--- src/rtl/imm_extend_pipe_pkg.sv ---
// Shared definitions for the immediate-extension pipeline: select encoding,
// legal parameter values and small helpers used by decode and pipeline.
package imm_extend_pipe_pkg;

    // Immediate format select. Codes 8..15 are reserved and flagged as errors.
    typedef enum logic [3:0] {
        IMM_I     = 4'd0,
        IMM_S     = 4'd1,
        IMM_B     = 4'd2,
        IMM_U     = 4'd3,
        IMM_J     = 4'd4,
        IMM_SHAMT = 4'd5,
        IMM_CSR   = 4'd6,
        IMM_GEMM  = 4'd7
    } imm_sel_e;

    // Legal output widths and pipeline depths.
    localparam int XLEN_RV32  = 32;
    localparam int XLEN_RV64  = 64;
    localparam int STAGES_MIN = 1;
    localparam int STAGES_MAX = 2;

    // Fixed field widths.
    localparam int INST_W    = 32;
    localparam int SEL_W     = 4;
    localparam int ERR_CNT_W = 16;

    // Saturation ceiling of the illegal-select counter.
    localparam logic [ERR_CNT_W-1:0] ERR_CNT_MAX = '1;

    // A select is legal when it names one of the eight defined formats.
    function automatic logic sel_is_legal(input logic [SEL_W-1:0] sel);
        return (sel[SEL_W-1] == 1'b0);
    endfunction

    // Saturating increment for the error counter.
    function automatic logic [ERR_CNT_W-1:0] sat_inc(input logic [ERR_CNT_W-1:0] cnt);
        return (cnt == ERR_CNT_MAX) ? cnt : cnt + {{(ERR_CNT_W-1){1'b0}}, 1'b1};
    endfunction

endpackage

--- src/rtl/imm_extend_pipe_decode.sv ---
// Combinational immediate decoder: extracts the selected immediate field from
// a raw instruction word and extends it to XLEN bits. Sign-extended formats
// replicate inst[31]; the CSR, shamt and GEMM-offset formats are zero-extended.
module imm_decode
    import imm_extend_pipe_pkg::*;
#(
    parameter int XLEN = 32
) (
    input  logic [INST_W-1:0] inst,
    input  logic [SEL_W-1:0]  sel,
    output logic [XLEN-1:0]   imm,
    output logic              err
);

    imm_sel_e          sel_e;
    logic signed [31:0] sext32;
    logic [31:0]       zext32;
    logic              use_sext;

    // The opcode field never contributes to an immediate.
    logic unused_opcode;
    assign unused_opcode = ^inst[6:0];

    assign sel_e = imm_sel_e'(sel);

    // Build a 32-bit intermediate per format, then widen to XLEN at the end.
    always_comb begin
        sext32   = '0;
        zext32   = '0;
        use_sext = 1'b0;
        err      = 1'b0;
        case (sel_e)
            IMM_I: begin
                use_sext = 1'b1;
                sext32   = {{20{inst[31]}}, inst[31:20]};
            end
            IMM_S: begin
                use_sext = 1'b1;
                sext32   = {{20{inst[31]}}, inst[31:25], inst[11:7]};
            end
            IMM_B: begin
                use_sext = 1'b1;
                sext32   = {{19{inst[31]}}, inst[31], inst[7], inst[30:25],
                            inst[11:8], 1'b0};
            end
            IMM_U: begin
                use_sext = 1'b1;
                sext32   = {inst[31:12], 12'b0};
            end
            IMM_J: begin
                use_sext = 1'b1;
                sext32   = {{11{inst[31]}}, inst[31], inst[19:12], inst[20],
                            inst[30:21], 1'b0};
            end
            IMM_SHAMT: begin
                // RV64 shifts take a 6-bit amount, RV32 a 5-bit one.
                zext32 = (XLEN == XLEN_RV64) ? {26'b0, inst[25:20]}
                                             : {27'b0, inst[24:20]};
            end
            IMM_CSR: begin
                zext32 = {27'b0, inst[19:15]};
            end
            IMM_GEMM: begin
                // Word-granular offset: 12-bit field scaled by 4.
                zext32 = {18'b0, inst[31:20], 2'b00};
            end
            default: begin
                err = 1'b1;
            end
        endcase
    end

    // Widening: the signed cast replicates bit 31, the unsigned one pads zeros.
    always_comb begin
        imm = use_sext ? XLEN'(sext32) : XLEN'(zext32);
    end

endmodule

--- src/rtl/imm_extend_pipe.sv ---
// Immediate-extension pipeline: decodes the immediate in stage 1 and, when
// STAGES == 2, re-registers the stage-1 result unchanged in stage 2.
//
// Handshake: a transfer happens on a rising edge where valid && ready are
// both high on that side. in_ready never depends on in_valid, and once
// out_valid rises the result (imm/err/tag_out) holds until it is consumed.
// A stage loads when it is empty or when its current content leaves on the
// same edge, so with out_ready held high one result flows per cycle.
module imm_extend_pipe
    import imm_extend_pipe_pkg::*;
#(
    parameter int XLEN   = 32,
    parameter int STAGES = 1,
    parameter int TAG_W  = 5
) (
    input  logic                 clk,
    input  logic                 rst,
    input  logic                 in_valid,
    output logic                 in_ready,
    input  logic [INST_W-1:0]    inst,
    input  logic [SEL_W-1:0]     sel,
    input  logic [TAG_W-1:0]     tag_in,
    output logic                 out_valid,
    input  logic                 out_ready,
    output logic [XLEN-1:0]      imm,
    output logic                 err,
    output logic [TAG_W-1:0]     tag_out,
    input  logic                 err_clr,
    output logic [ERR_CNT_W-1:0] err_count
);

    // Decoder output feeding stage 1.
    logic [XLEN-1:0] dec_imm;
    logic            dec_err;

    imm_decode #(
        .XLEN (XLEN)
    ) u_decode (
        .inst (inst),
        .sel  (sel),
        .imm  (dec_imm),
        .err  (dec_err)
    );

    // Stage 1 registers.
    logic             s1_valid;
    logic [XLEN-1:0]  s1_imm;
    logic             s1_err;
    logic [TAG_W-1:0] s1_tag;

    // Stage-1 content moves on this cycle (to stage 2 or to the consumer).
    logic s1_adv;
    logic in_fire;

    assign in_ready = !s1_valid || s1_adv;
    assign in_fire  = in_valid && in_ready;

    // Stage 1: capture a decoded result on input transfer, empty when it leaves.
    always_ff @(posedge clk) begin
        if (rst) begin
            s1_valid <= 1'b0;
            s1_imm   <= '0;
            s1_err   <= 1'b0;
            s1_tag   <= '0;
        end else if (in_fire) begin
            s1_valid <= 1'b1;
            s1_imm   <= dec_imm;
            s1_err   <= dec_err;
            s1_tag   <= tag_in;
        end else if (s1_adv) begin
            s1_valid <= 1'b0;
        end
    end

    generate
        if (STAGES == STAGES_MAX) begin : g_two_stage
            logic             s2_valid;
            logic [XLEN-1:0]  s2_imm;
            logic             s2_err;
            logic [TAG_W-1:0] s2_tag;
            logic             s2_load;

            // Stage 2 accepts stage 1 when empty or when draining this cycle.
            assign s2_load = s1_valid && (!s2_valid || out_ready);
            assign s1_adv  = s2_load;

            // Stage 2: pure re-register of stage 1, no further processing.
            always_ff @(posedge clk) begin
                if (rst) begin
                    s2_valid <= 1'b0;
                    s2_imm   <= '0;
                    s2_err   <= 1'b0;
                    s2_tag   <= '0;
                end else if (s2_load) begin
                    s2_valid <= 1'b1;
                    s2_imm   <= s1_imm;
                    s2_err   <= s1_err;
                    s2_tag   <= s1_tag;
                end else if (s2_valid && out_ready) begin
                    s2_valid <= 1'b0;
                end
            end

            assign out_valid = s2_valid;
            assign imm       = s2_imm;
            assign err       = s2_err;
            assign tag_out   = s2_tag;
        end else begin : g_one_stage
            assign s1_adv    = s1_valid && out_ready;
            assign out_valid = s1_valid;
            assign imm       = s1_imm;
            assign err       = s1_err;
            assign tag_out   = s1_tag;
        end
    endgenerate

    // Illegal-select counter: clear wins over a same-cycle increment.
    always_ff @(posedge clk) begin
        if (rst) begin
            err_count <= '0;
        end else if (err_clr) begin
            err_count <= '0;
        end else if (in_fire && !sel_is_legal(sel)) begin
            err_count <= sat_inc(err_count);
        end
    end

endmodule
--- config.mk ---
export PLATFORM = sky130hd
export DESIGN_NAME = imm_extend_pipe
export DESIGN_NICKNAME = d
export VERILOG_FILES = /design/src/rtl/imm_extend_pipe_pkg.sv /design/src/rtl/imm_extend_pipe_decode.sv /design/src/rtl/imm_extend_pipe.sv
export SDC_FILE = /design/constraint.sdc
export NUM_CORES = 1
export LEC_CHECK = 0
export ABC_AREA = 1
export CAP_MARGIN = 20
export CORE_MARGIN = 3
export CORE_UTILIZATION = 50
export DETAILED_ROUTE_END_ITERATION = 8
export PLACE_DENSITY = 0.88
export SYNTH_ARGS = -nofsm -noshare
export SYNTH_HDL_FRONTEND = slang
export SYNTH_HIERARCHICAL = 1
export SYNTH_SLANG_ARGS = --single-unit
--- constraint.sdc ---
create_clock -name clk -period 3.35 [get_ports clk]
set_clock_uncertainty 0.1 [all_clocks]
set_input_delay 0.67 -clock clk [delete_from_list [all_inputs] [get_ports clk]]
set_output_delay 0.67 -clock clk [all_outputs]
set_load 0.01 [all_outputs]
-- Word-level counts from Yosys, hierarchy flattened
Index checks and enable logic that the tools add are counted.
- output and inout port bits: 56
- input port bits: 46
- flip-flop bits (word level): 55
- logic and storage cells: 33
- reduce and logical (&&, ||, !) cells: 11
- equal/unequal tests: 8
- bitwise logic cells: 1
- add/sub/neg operators: 1
- muxes and demuxes: 7
- operators by type and width (cell ; count):
    one-hot mux 32 bit (5 select lines) ; 1
    one-hot mux 14 bit (3 select lines) ; 1
    two-way mux 32 bit ; 1
    adder 16 x 1 -> 16 bit (second input constant) ; 1
    == test 16 bit (second input constant) ; 1
    == test 4 x 3 -> 1 bit (second input constant) ; 4
    == test 4 x 2 -> 1 bit (second input constant) ; 2
    OR reduction 8 bit ; 1
    OR reduction 5 bit ; 1
    == test 4 x 1 -> 1 bit (second input constant) ; 1
    zero test 4 bit ; 1
    two-way mux 1 bit ; 4
    logical AND 1 bit ; 3
    AND reduction 2 bit ; 1
    nonzero test 2 bit ; 1
    OR reduction 2 bit ; 1
    zero test 1 bit ; 1
    logical OR 1 bit ; 1
    NOT 1 bit ; 1

-- Logic depth before layout (Yosys ltp)
Gate-level depths: netlist of the first run.
- depth in word-level cells: 5
- gate-level depth with buffers: 10
- gate-level depth less buffers: 10

-- Hierarchy
Netlist of the first run, hierarchy kept.
- modules (own cells, without submodules) (module ; area each (µm²) ; sequential area each (µm²) ; cells an instance ; instances):
    imm_extend_pipe ; 2413.6 ; 1101.1 ; 345 ; 1
    imm_decode ; 660.6 ; 0.0 ; 149 ; 1

-- Worst setup path after synthesis of the first run
Ideal clock, no wire load.
- path kind: input-to-reg
- from: in sel[0]
- to: reg s1_imm[10], in the netlist imm[10]
- path slack: 1.642 ns
- cell stages on the path: 8
- path buffers: 1
- data required time: 3.185 ns
- arrival: 1.543 ns
- library setup time: 0.065 ns
- cell sequence: nor2_1 -> nand2_1 -> buf_2 -> a21boi_0 -> nand2_1 -> nand2_1 -> o21ai_0 -> nor2_1
- longest elaborated chain between the ends: 4
- elaborated cells on any way between the ends: 13
- classes of those cells: 7 x eq/ne; 4 x mux; 2 x reduce/logical
- RTL lines (what ; RTL line ; RTL):
    from (decl) ; imm_extend_pipe.sv:21 ; input logic [SEL_W-1:0] sel,
    == test 4 x 1 -> 1 bit, or another cell as far along ; imm_extend_pipe_decode.sv:32 ; case (sel_e)
    OR reduction 5 bit (no source line) ; -- ;
    two-way mux 1 bit ; imm_extend_pipe_decode.sv:32 ;
    two-way mux 32 bit * ; imm_extend_pipe_decode.sv:75 ; imm = use_sext ? XLEN'(sext32) : XLEN'(zext32);
    via dec_imm[10] ; imm_extend_pipe.sv:33 ; logic [XLEN-1:0] dec_imm;
    to (signal assigned) ; imm_extend_pipe.sv:67 ; s1_imm <= dec_imm;
    to (decl) ; imm_extend_pipe.sv:47 ; logic [XLEN-1:0] s1_imm;
The timed path passes the listed nets; every way through them passes the cells marked *.
A chain may end at the register's enable or synchronous reset.

-- Worst setup path after layout of the first run
- from: in out_ready
- to: out in_ready
- longest elaborated chain between the ends: 2
- RTL lines (what ; RTL line ; RTL):
    from (decl) ; imm_extend_pipe.sv:24 ; input logic out_ready,
    logical AND 1 bit ; imm_extend_pipe.sv:109 ; assign s1_adv = s1_valid && out_ready;
    logical OR 1 bit ; imm_extend_pipe.sv:55 ; assign in_ready = !s1_valid || s1_adv;
    to (decl) ; imm_extend_pipe.sv:19 ; output logic in_ready,
No other way between the ends.

==> impl_metrics.tcl, run 1 <==
set metrics [dict create \
    clk_path_buf_depth 2 \
    grt_usage_pct 24.8 \
    grt_max_degree 39 \
    fp-row-count 27 \
    layout.nets 628 \
    crit_fanout 4 \
    drtIter0Drc 199 \
    drive_gt1_share_pct 6.54 \
    cts_hold_buf 0 \
    max_cap_violations 0 \
    place.gp.congestion 0.941 \
    arrival_ns 1.82 \
    start_util_pct 53.8 \
    diodes 0 \
    synth_area_um2 3070 \
    hold_viol 0 \
    ys_dominant_reg_cell "dfxtp_1" \
    r2r_cells 8 \
    holdPathEnd "imm[8]" \
    hpwl_um 6640 \
    tightestPinTransition_ns 0.914 \
    min_path_type "reg -> reg" \
    netlist_instances 494 \
    power.density_nw_per_um2 329 \
    min_path_cells 2 \
    ant_nets 0 \
    dr_wl_met2_um 4330 \
    top_layer_used "met4" \
    synth-edff-count 0 \
    die_w_um 84.4 \
    seq_area_frac_synth_pct 35.8 \
    final_cell_mix "nor2_1 (136), nand2_1 (116), clkdlybuf4s50_1 (94), dfxtp_1 (55), nand3_1 (48)" \
    ys_warn_count 6 \
    detailroute.via_count 3444 \
    portBuffers 94 \
    mostFrequentLayoutCell "nor2_1" \
    yosys.cell_types.count 26 \
    start_kind "input port" \
    slew_viol_final 0 \
    grt_pass1_wl_um 14800 \
    cts.repair.resized 0 \
    routed_wl_um 8630 \
    ir_drop_uv 215 \
    timing.rr.start "err_count[0]" \
    wl_met1_um 3390 \
    period_needed_ns 2.59 \
    drc 0 \
    syn_area_per_cell_um2 6.22 \
    synth-seq-cells 55 \
    cts_tree "done" \
    htreeDepth 2 \
    power_mw 1.36 \
    route.met3.wl_um 693 \
    required_ns 2.58 \
    power_leakage_nw 1.80 \
    cts_setup_buffers 0 \
    drt-pass1-iter-count 5 \
    hp-start "imm[8]" \
    max_clock_freq_ghz 0.385 \
    dieArea_um2 7130 \
    max-slew-margin-rel_pct 39.0 \
    critPathKind "in -> out" \
    rsz0062_at_grt "false" \
    async_flop_share_pct 0 \
    wl_per_cell_um 13.2 \
    r2r_end "err_count[14]" \
    cts_root_buffer "clkbuf_8" \
    globalRoute.totalOverflow 0 \
    insertion_delay_ns 0.30 \
    antenna_found_initial 0 \
    fin_setup_tns_ns 0 \
    setup_viol_count_final 0 \
    grt_pass1_vias 3460 \
    fin_util_pct 72.5 \
    setup.worst_path.start "out_ready" \
    core_area_um2 5710 \
    numCtsBuffers 5 \
    io_pins 102 \
    status "complete, no violations" \
    end_kind "primary output" \
    cts.clk_slew.worst_paths_ns 0.09 \
    whs_ns 0.390 \
    fp.dieH_um 84.4 \
    fin_crit_sh_pct 77.4 \
    area_delta_synth_final_pct 34.7 \
    syn_nets 541 \
    via_per_inst 5.27 \
    clock_sinks 55 \
    reg2reg_slack_ns 1.57 \
]
-- worst max-delay path by stage --
stage / slack (ns) / end
6_report: 0.76 / in_ready
2_1_floorplan: 1.64 / imm[10]
5_1_grt: 0.71 / in_ready
3_5_place_dp: 0.69 / imm[23]
3_3_place_gp: 0.74 / imm[29]
4_1_cts: 0.75 / in_ready
-- routing by layer --
metal	track usage, %	up-vias
met2	44.1	140
met5	0	-
met4	10.1	0
met3	6.87	21
met1	27.9	1551
li1	-	1732
-- cells by family (layout without fill, tap and decap cells) --
group,count (synthesis),count (layout),synth area share [%]
and+or+nand+nor,332,332,47.2
AOI/OAI and AO/OA,55,55,9.52
DFF,55,55,35.8
buffers and inverters,50,137,6.80
adders and majority gates,1,1,0.407
xor gates and xnor gates,1,1,0.285
-- registers in the layout, indices dropped and copies added (netlist names) --
name       count
err            1
out_valid      1
err_count     16
tag_out        5
imm           32
-- final cells by class --
cell class	instances	area [um^2]
repair buffers	100	986
clock buffers	6	82.6
inverters	30	113
multi-input cells	389	1760
well taps	72	90.1
fillers	515	1570
flip-flops and latches	55	1100
clock inverters	1	5.00
-- power breakdown --
| group | total, mW | switching (mW) | internal (mW) |
|---|---|---|---|
| clock | 0.363 | 0.201 | 0.163 |
| combinational | 0.293 | 0.148 | 0.145 |
| sequential | 0.708 | 0.0191 | 0.689 |
| total | 1.36 | 0.368 | 0.997 |
-- Yosys cell counts, types with 2 or more instances --
master	number	area share, %
buf_4	2	0.49
buf_2	10	1.6
o21ai_1	3	0.49
nor2_4	6	2.2
a21oi_1	8	1.3
nand4_1	6	1.2
a21boi_0	7	1.7
nor2_2	5	1.0
clkbuf_1	7	0.85
nor2_1	136	17
nand2_2	9	1.8
dfxtp_1	55	36
inv_1	29	3.5
o21ai_0	37	6.0
nand3_1	48	7.8
nand2_1	116	14
-- critical path, stage by stage --
cell and delay (ns):
clkdlybuf4s50_1 0.45, inv_1 0.04, nand2_2 0.10, clkdlybuf4s50_1 0.55
-- metrics by stage --
stage	area (um^2)	setup slack, ns	std cells
4_1_cts	4140	0.745	653
6_report	4140	0.756	653
3_3_place_gp	4050	0.741	646
3_5_place_dp	4050	0.687	646
2_1_floorplan	3070	1.64	494
5_1_grt	4140	0.712	653
Power figures use the tool's default switching activity.
==> inputs of run 2 (changes only) <==
--- a/config.mk
+++ b/config.mk
@@ -8,9 +8,9 @@
 export ABC_AREA = 1
 export CAP_MARGIN = 20
 export CORE_MARGIN = 3
-export CORE_UTILIZATION = 50
+export CORE_UTILIZATION = 46
 export DETAILED_ROUTE_END_ITERATION = 8
-export PLACE_DENSITY = 0.88
+export PLACE_DENSITY = 0.82
 export SYNTH_ARGS = -nofsm -noshare
 export SYNTH_HDL_FRONTEND = slang
 export SYNTH_HIERARCHICAL = 1
==> constraint.sdc (replaced) <==
create_clock -name clk -period 2.7 [get_ports clk]
set_clock_uncertainty 0.1 [all_clocks]
set_input_delay 0.54 -clock clk [delete_from_list [all_inputs] [get_ports clk]]
set_output_delay 0.54 -clock clk [all_outputs]
set_load 0.01 [all_outputs]
==> run 2 against run 1 <==
Against the previous run:
- wire length rose by 1.6%
- clock-buffer cell count up 2
- register-to-register slack worse by 0.62 ns
- cell count increased by 1.5%
- non-clock buffer count is 4 higher
- die area grew 8.1%
- power rose by 27%
- critical path type unchanged
- critical endpoint unchanged
- largest cell class unchanged
- highest routed layer unchanged
==> impl_metrics.tcl, run 2 (same netlist as run 1, synthesis figures left out) <==
set metrics [dict create \
    htreeDepth 2 \
    reg2reg_slack_ns 0.95 \
    routed_wl_um 8760 \
    status "complete, no violations" \
    grt_usage_pct 24.0 \
    place.gp.congestion 0.970 \
    drc 0 \
    globalRoute.totalOverflow 0 \
    antenna_found_initial 0 \
    core_area_um2 6420 \
    end_kind "primary output" \
    layout.nets 632 \
    crit_fanout 4 \
    holdPathEnd "imm[8]" \
    required_ns 2.06 \
    max_clock_freq_ghz 0.427 \
    cts_setup_buffers 0 \
    cts_tree "done" \
    detailroute.via_count 3425 \
    insertion_delay_ns 0.30 \
    cts.repair.resized 0 \
    hp-start "imm[8]" \
    setup_viol_count_final 0 \
    cts.clk_slew.worst_paths_ns 0.09 \
    cts_hold_buf 0 \
    max_cap_violations 0 \
    dieArea_um2 7700 \
    critPathKind "in -> out" \
    ir_drop_uv 293 \
    fin_setup_tns_ns 0 \
    num-fill-cells 590 \
    clk_path_buf_depth 2 \
    min_path_cells 2 \
    max-slew-margin-rel_pct 61.8 \
    period_needed_ns 2.34 \
    fp.dieH_um 87.8 \
    diodes 0 \
    grt_max_degree 41 \
    grt_pass1_vias 3289 \
    hold_viol 0 \
    ant_nets 0 \
    wl_per_cell_um 13.2 \
    whs_ns 0.388 \
    drtIter0Drc 147 \
    numCtsBuffers 5 \
    cts_root_buffer "clkbuf_8" \
    clock_sinks 55 \
    r2r_end "err_count[13]" \
    largest_register_ffs 32 \
    tightestPinTransition_ns 0.569 \
    slew_viol_final 0 \
    fp-row-count 29 \
    final_cell_mix "nor2_1 (136), nand2_1 (116), clkdlybuf4s50_1 (94), dfxtp_1 (55), nand3_1 (48)" \
    power.density_nw_per_um2 415 \
    drive_gt1_share_pct 7.17 \
    rsz0062_at_grt "false" \
    power_leakage_nw 1.83 \
    hpwl_um 6840 \
    io_pins 102 \
    min_path_type "reg -> reg" \
    portBuffers 94 \
    start_kind "input port" \
    die_w_um 87.8 \
    drt-pass1-iter-count 4 \
    area_delta_synth_final_pct 36.3 \
    via_per_inst 5.17 \
    arrival_ns 1.70 \
    r2r_cells 8 \
    fin_crit_sh_pct 86.7 \
    timing.rr.start "err_count[0]" \
    grt_pass1_wl_um 14800 \
    mostFrequentLayoutCell "nor2_1" \
    start_util_pct 47.9 \
]
[run 2: cell count changes in the layout (fill, tap and decap cells not counted), sizes merged]
cell | before | now
buf | 6 | 10
clkbuf | 6 | 8
clkinv | 1 | 0
[run 2: metrics by stage]
step | power (mW) | instance area (um^2) | setup slack [ns] | utilization, % | cells
after floorplan | 1.07 | 3070 | 1.12 | - | 494
after global placement | 1.26 | 4090 | 0.320 | 63.7 | 655
after detailed placement | 1.27 | 4090 | 0.282 | 63.7 | 655
after CTS | 1.75 | 4190 | 0.352 | 65.2 | 663
after global routing | 1.83 | 4190 | 0.327 | 65.2 | 663
final | 1.74 | 4190 | 0.359 | 65.2 | 663
[run 2: final cells by class]
class	instances	area (um^2)	share of cell area (%)
Multi-Input combinational cell	389	1760	42.1
Sequential cell	55	1100	26.3
Timing Repair Buffer	104	1020	24.2
Inverter	30	113	2.69
Clock buffer	8	100	2.39
Tap cell	77	96.3	2.30
[run 2: power by group]
part	internal (mW)	switching [mW]
logic	0.183	0.185
registers	0.855	0.0246
clock network	0.235	0.257
total	1.27	0.467
[run 2: worst max path at each step]
stage | end | cells past startpoint | from
global placement | imm[6] | 8 | sel[3]
global route | in_ready | 4 | out_ready
finish | in_ready | 4 | out_ready
detailed placement | imm[6] | 8 | sel[3]
CTS | in_ready | 4 | out_ready
floorplan | imm[10] | 8 | sel[0]
[run 2: critical path, stage by stage]
cell and delay [ns]:
clkdlybuf4s50_1 0.45, inv_1 0.04, nand2_2 0.11, clkdlybuf4s50_1 0.56
[run 2: routing by layer]
layer | vias up | wire length, um | share of wire (%) | GRT usage [%]
met5 | - | 0 | 0 | 0
met4 | 0 | 208 | 2.4 | 7.67
met3 | 18 | 562 | 6.4 | 4.80
met2 | 120 | 4240 | 48 | 42.8
met1 | 1539 | 3750 | 43 | 28.7
li1 | 1748 | - | - | -
==> inputs of run 3 (changes only) <==
--- a/config.mk
+++ b/config.mk
@@ -8,9 +8,9 @@
 export ABC_AREA = 1
 export CAP_MARGIN = 20
 export CORE_MARGIN = 3
-export CORE_UTILIZATION = 46
+export CORE_UTILIZATION = 50
 export DETAILED_ROUTE_END_ITERATION = 8
-export PLACE_DENSITY = 0.82
+export PLACE_DENSITY = 0.88
 export SYNTH_ARGS = -nofsm -noshare
 export SYNTH_HDL_FRONTEND = slang
 export SYNTH_HIERARCHICAL = 1
==> constraint.sdc (replaced) <==
create_clock -name clk -period 2.92 [get_ports clk]
set_clock_uncertainty 0.1 [all_clocks]
set_input_delay 0.584 -clock clk [delete_from_list [all_inputs] [get_ports clk]]
set_output_delay 0.584 -clock clk [all_outputs]
set_load 0.01 [all_outputs]
==> run 3 against run 2 <==
Against the previous run:
- sequential power fell by 7.4%
- critical path depth did not move
- cell area fell by 1.0%
- worst hold slack improved by 0.0013 ns
- critical path type unchanged
==> impl_metrics.tcl, run 3 (same netlist as run 1, synthesis figures left out) <==
set metrics [dict create \
    grt_usage_pct 24.7 \
    die_w_um 84.4 \
    ir_drop_uv 235 \
    start_kind "input port" \
    hpwl_um 6670 \
    cts_tree "done" \
    fp-row-count 27 \
    insertion_delay_ns 0.30 \
    core_area_um2 5710 \
    cts_hold_buf 0 \
    setup_ws_ns 0.496 \
    detailroute.via_count 3487 \
    fp.dieH_um 84.4 \
    htreeDepth 2 \
    end_kind "primary output" \
    grt_max_degree 40 \
    via_per_inst 5.34 \
    r2r_end "err_count[13]" \
    rsz0062_at_grt "false" \
    final_cells 653 \
    period_needed_ns 2.42 \
    required_ns 2.24 \
    min_path_cells 2 \
    hold_viol 0 \
    start_util_pct 53.8 \
    largest_register_ffs 32 \
    holdPathEnd "tag_out[3]" \
    grt_pass1_vias 3347 \
    fin_crit_sh_pct 83.0 \
    power_leakage_nw 1.80 \
    power.density_nw_per_um2 387 \
    r2r_cells 8 \
    io_pins 102 \
    place.gp.congestion 0.962 \
    ant_nets 0 \
    whs_ns 0.390 \
    hp-start "tag_out[3]" \
    fin_area_um2 4150 \
    max_cap_violations 0 \
    grt_pass1_wl_um 14700 \
    clk_path_buf_depth 2 \
    timing.rr.start "err_count[0]" \
    globalRoute.totalOverflow 0 \
    max_clock_freq_ghz 0.413 \
    crit_fanout 4 \
    place_area_um2 4050 \
    drtIter0Drc 141 \
    drc 0 \
    layout.nets 627 \
    portBuffers 94 \
    drt-pass1-iter-count 5 \
    wl_per_cell_um 13.6 \
    slew_viol_final 0 \
    antenna_found_initial 0 \
    final_cell_mix "nor2_1 (136), nand2_1 (116), clkdlybuf4s50_1 (94), dfxtp_1 (55), nand3_1 (48)" \
    fin_setup_tns_ns 0 \
    dp_cells 645 \
    cts.clk_slew.worst_paths_ns 0.09 \
    tightestPinTransition_ns 0.708 \
    setup_viol_count_final 0 \
    routed_wl_um 8880 \
    max-slew-margin-rel_pct 52.6 \
    drive_gt1_share_pct 6.37 \
    arrival_ns 1.74 \
    cts_setup_buffers 0 \
    area_delta_synth_final_pct 34.9 \
    cts_root_buffer "clkbuf_8" \
    min_path_type "reg -> reg" \
    numCtsBuffers 5 \
    mostFrequentLayoutCell "nor2_1" \
    diodes 0 \
    critPathKind "in -> out" \
    reg2reg_slack_ns 1.16 \
    clock_sinks 55 \
    status "complete, no violations" \
    dieArea_um2 7130 \
    cts.repair.resized 0 \
    dpl_worst_slack_ns 0.212 \
]
## run 3: cell types whose count changed in the layout (fill, tap and decap cells not counted), sizes merged
cell  change
buf       -5
## run 3: worst max-delay path by stage
stage	start	end	slack, ns	cells past startpoint
5_1_grt	sel[3]	imm[16]	0.37	8
3_5_place_dp	sel[3]	imm[16]	0.21	8
2_1_floorplan	sel[0]	imm[10]	1.30	8
6_report	out_ready	in_ready	0.50	4
3_3_place_gp	sel[3]	imm[16]	0.32	8
4_1_cts	out_ready	in_ready	0.49	4
## run 3: cell type report
class	instances	area, um^2
inverters	30	113
well taps	72	90.1
clock buffers	8	100
flip-flops and latches	55	1100
repair buffers	99	978
multi-input cells	389	1760
fillers	486	1560
## run 3: worst max-delay path: stages
cell and delay [ns]:
clkdlybuf4s50_1 0.45, inv_1 0.04, nand2_2 0.11, clkdlybuf4s50_1 0.55
## run 3: power by group
| group | internal [mW] | switching, mW |
|---|---|---|
| Combinational | 0.165 | 0.170 |
| Sequential | 0.790 | 0.0235 |
| Clock | 0.217 | 0.237 |
| Total | 1.17 | 0.431 |
## run 3: stage by stage
| stage | total power, mW | utilization (%) |
|---|---|---|
| 2_1_floorplan | 0.987 | - |
| 3_3_place_gp | 1.16 | 70.9 |
| 3_5_place_dp | 1.16 | 70.9 |
| 4_1_cts | 1.61 | 72.6 |
| 5_1_grt | 1.68 | 72.6 |
| 6_report | 1.60 | 72.6 |
## run 3: metal layers
| metal | wire, um | track usage [%] | vias up |
|---|---|---|---|
| li1 | - | - | 1735 |
| met4 | 125 | 6.62 | 0 |
| met2 | 4500 | 45.9 | 151 |
| met3 | 799 | 5.89 | 13 |
| met1 | 3450 | 28.0 | 1588 |
| met5 | 0 | 0 | - |
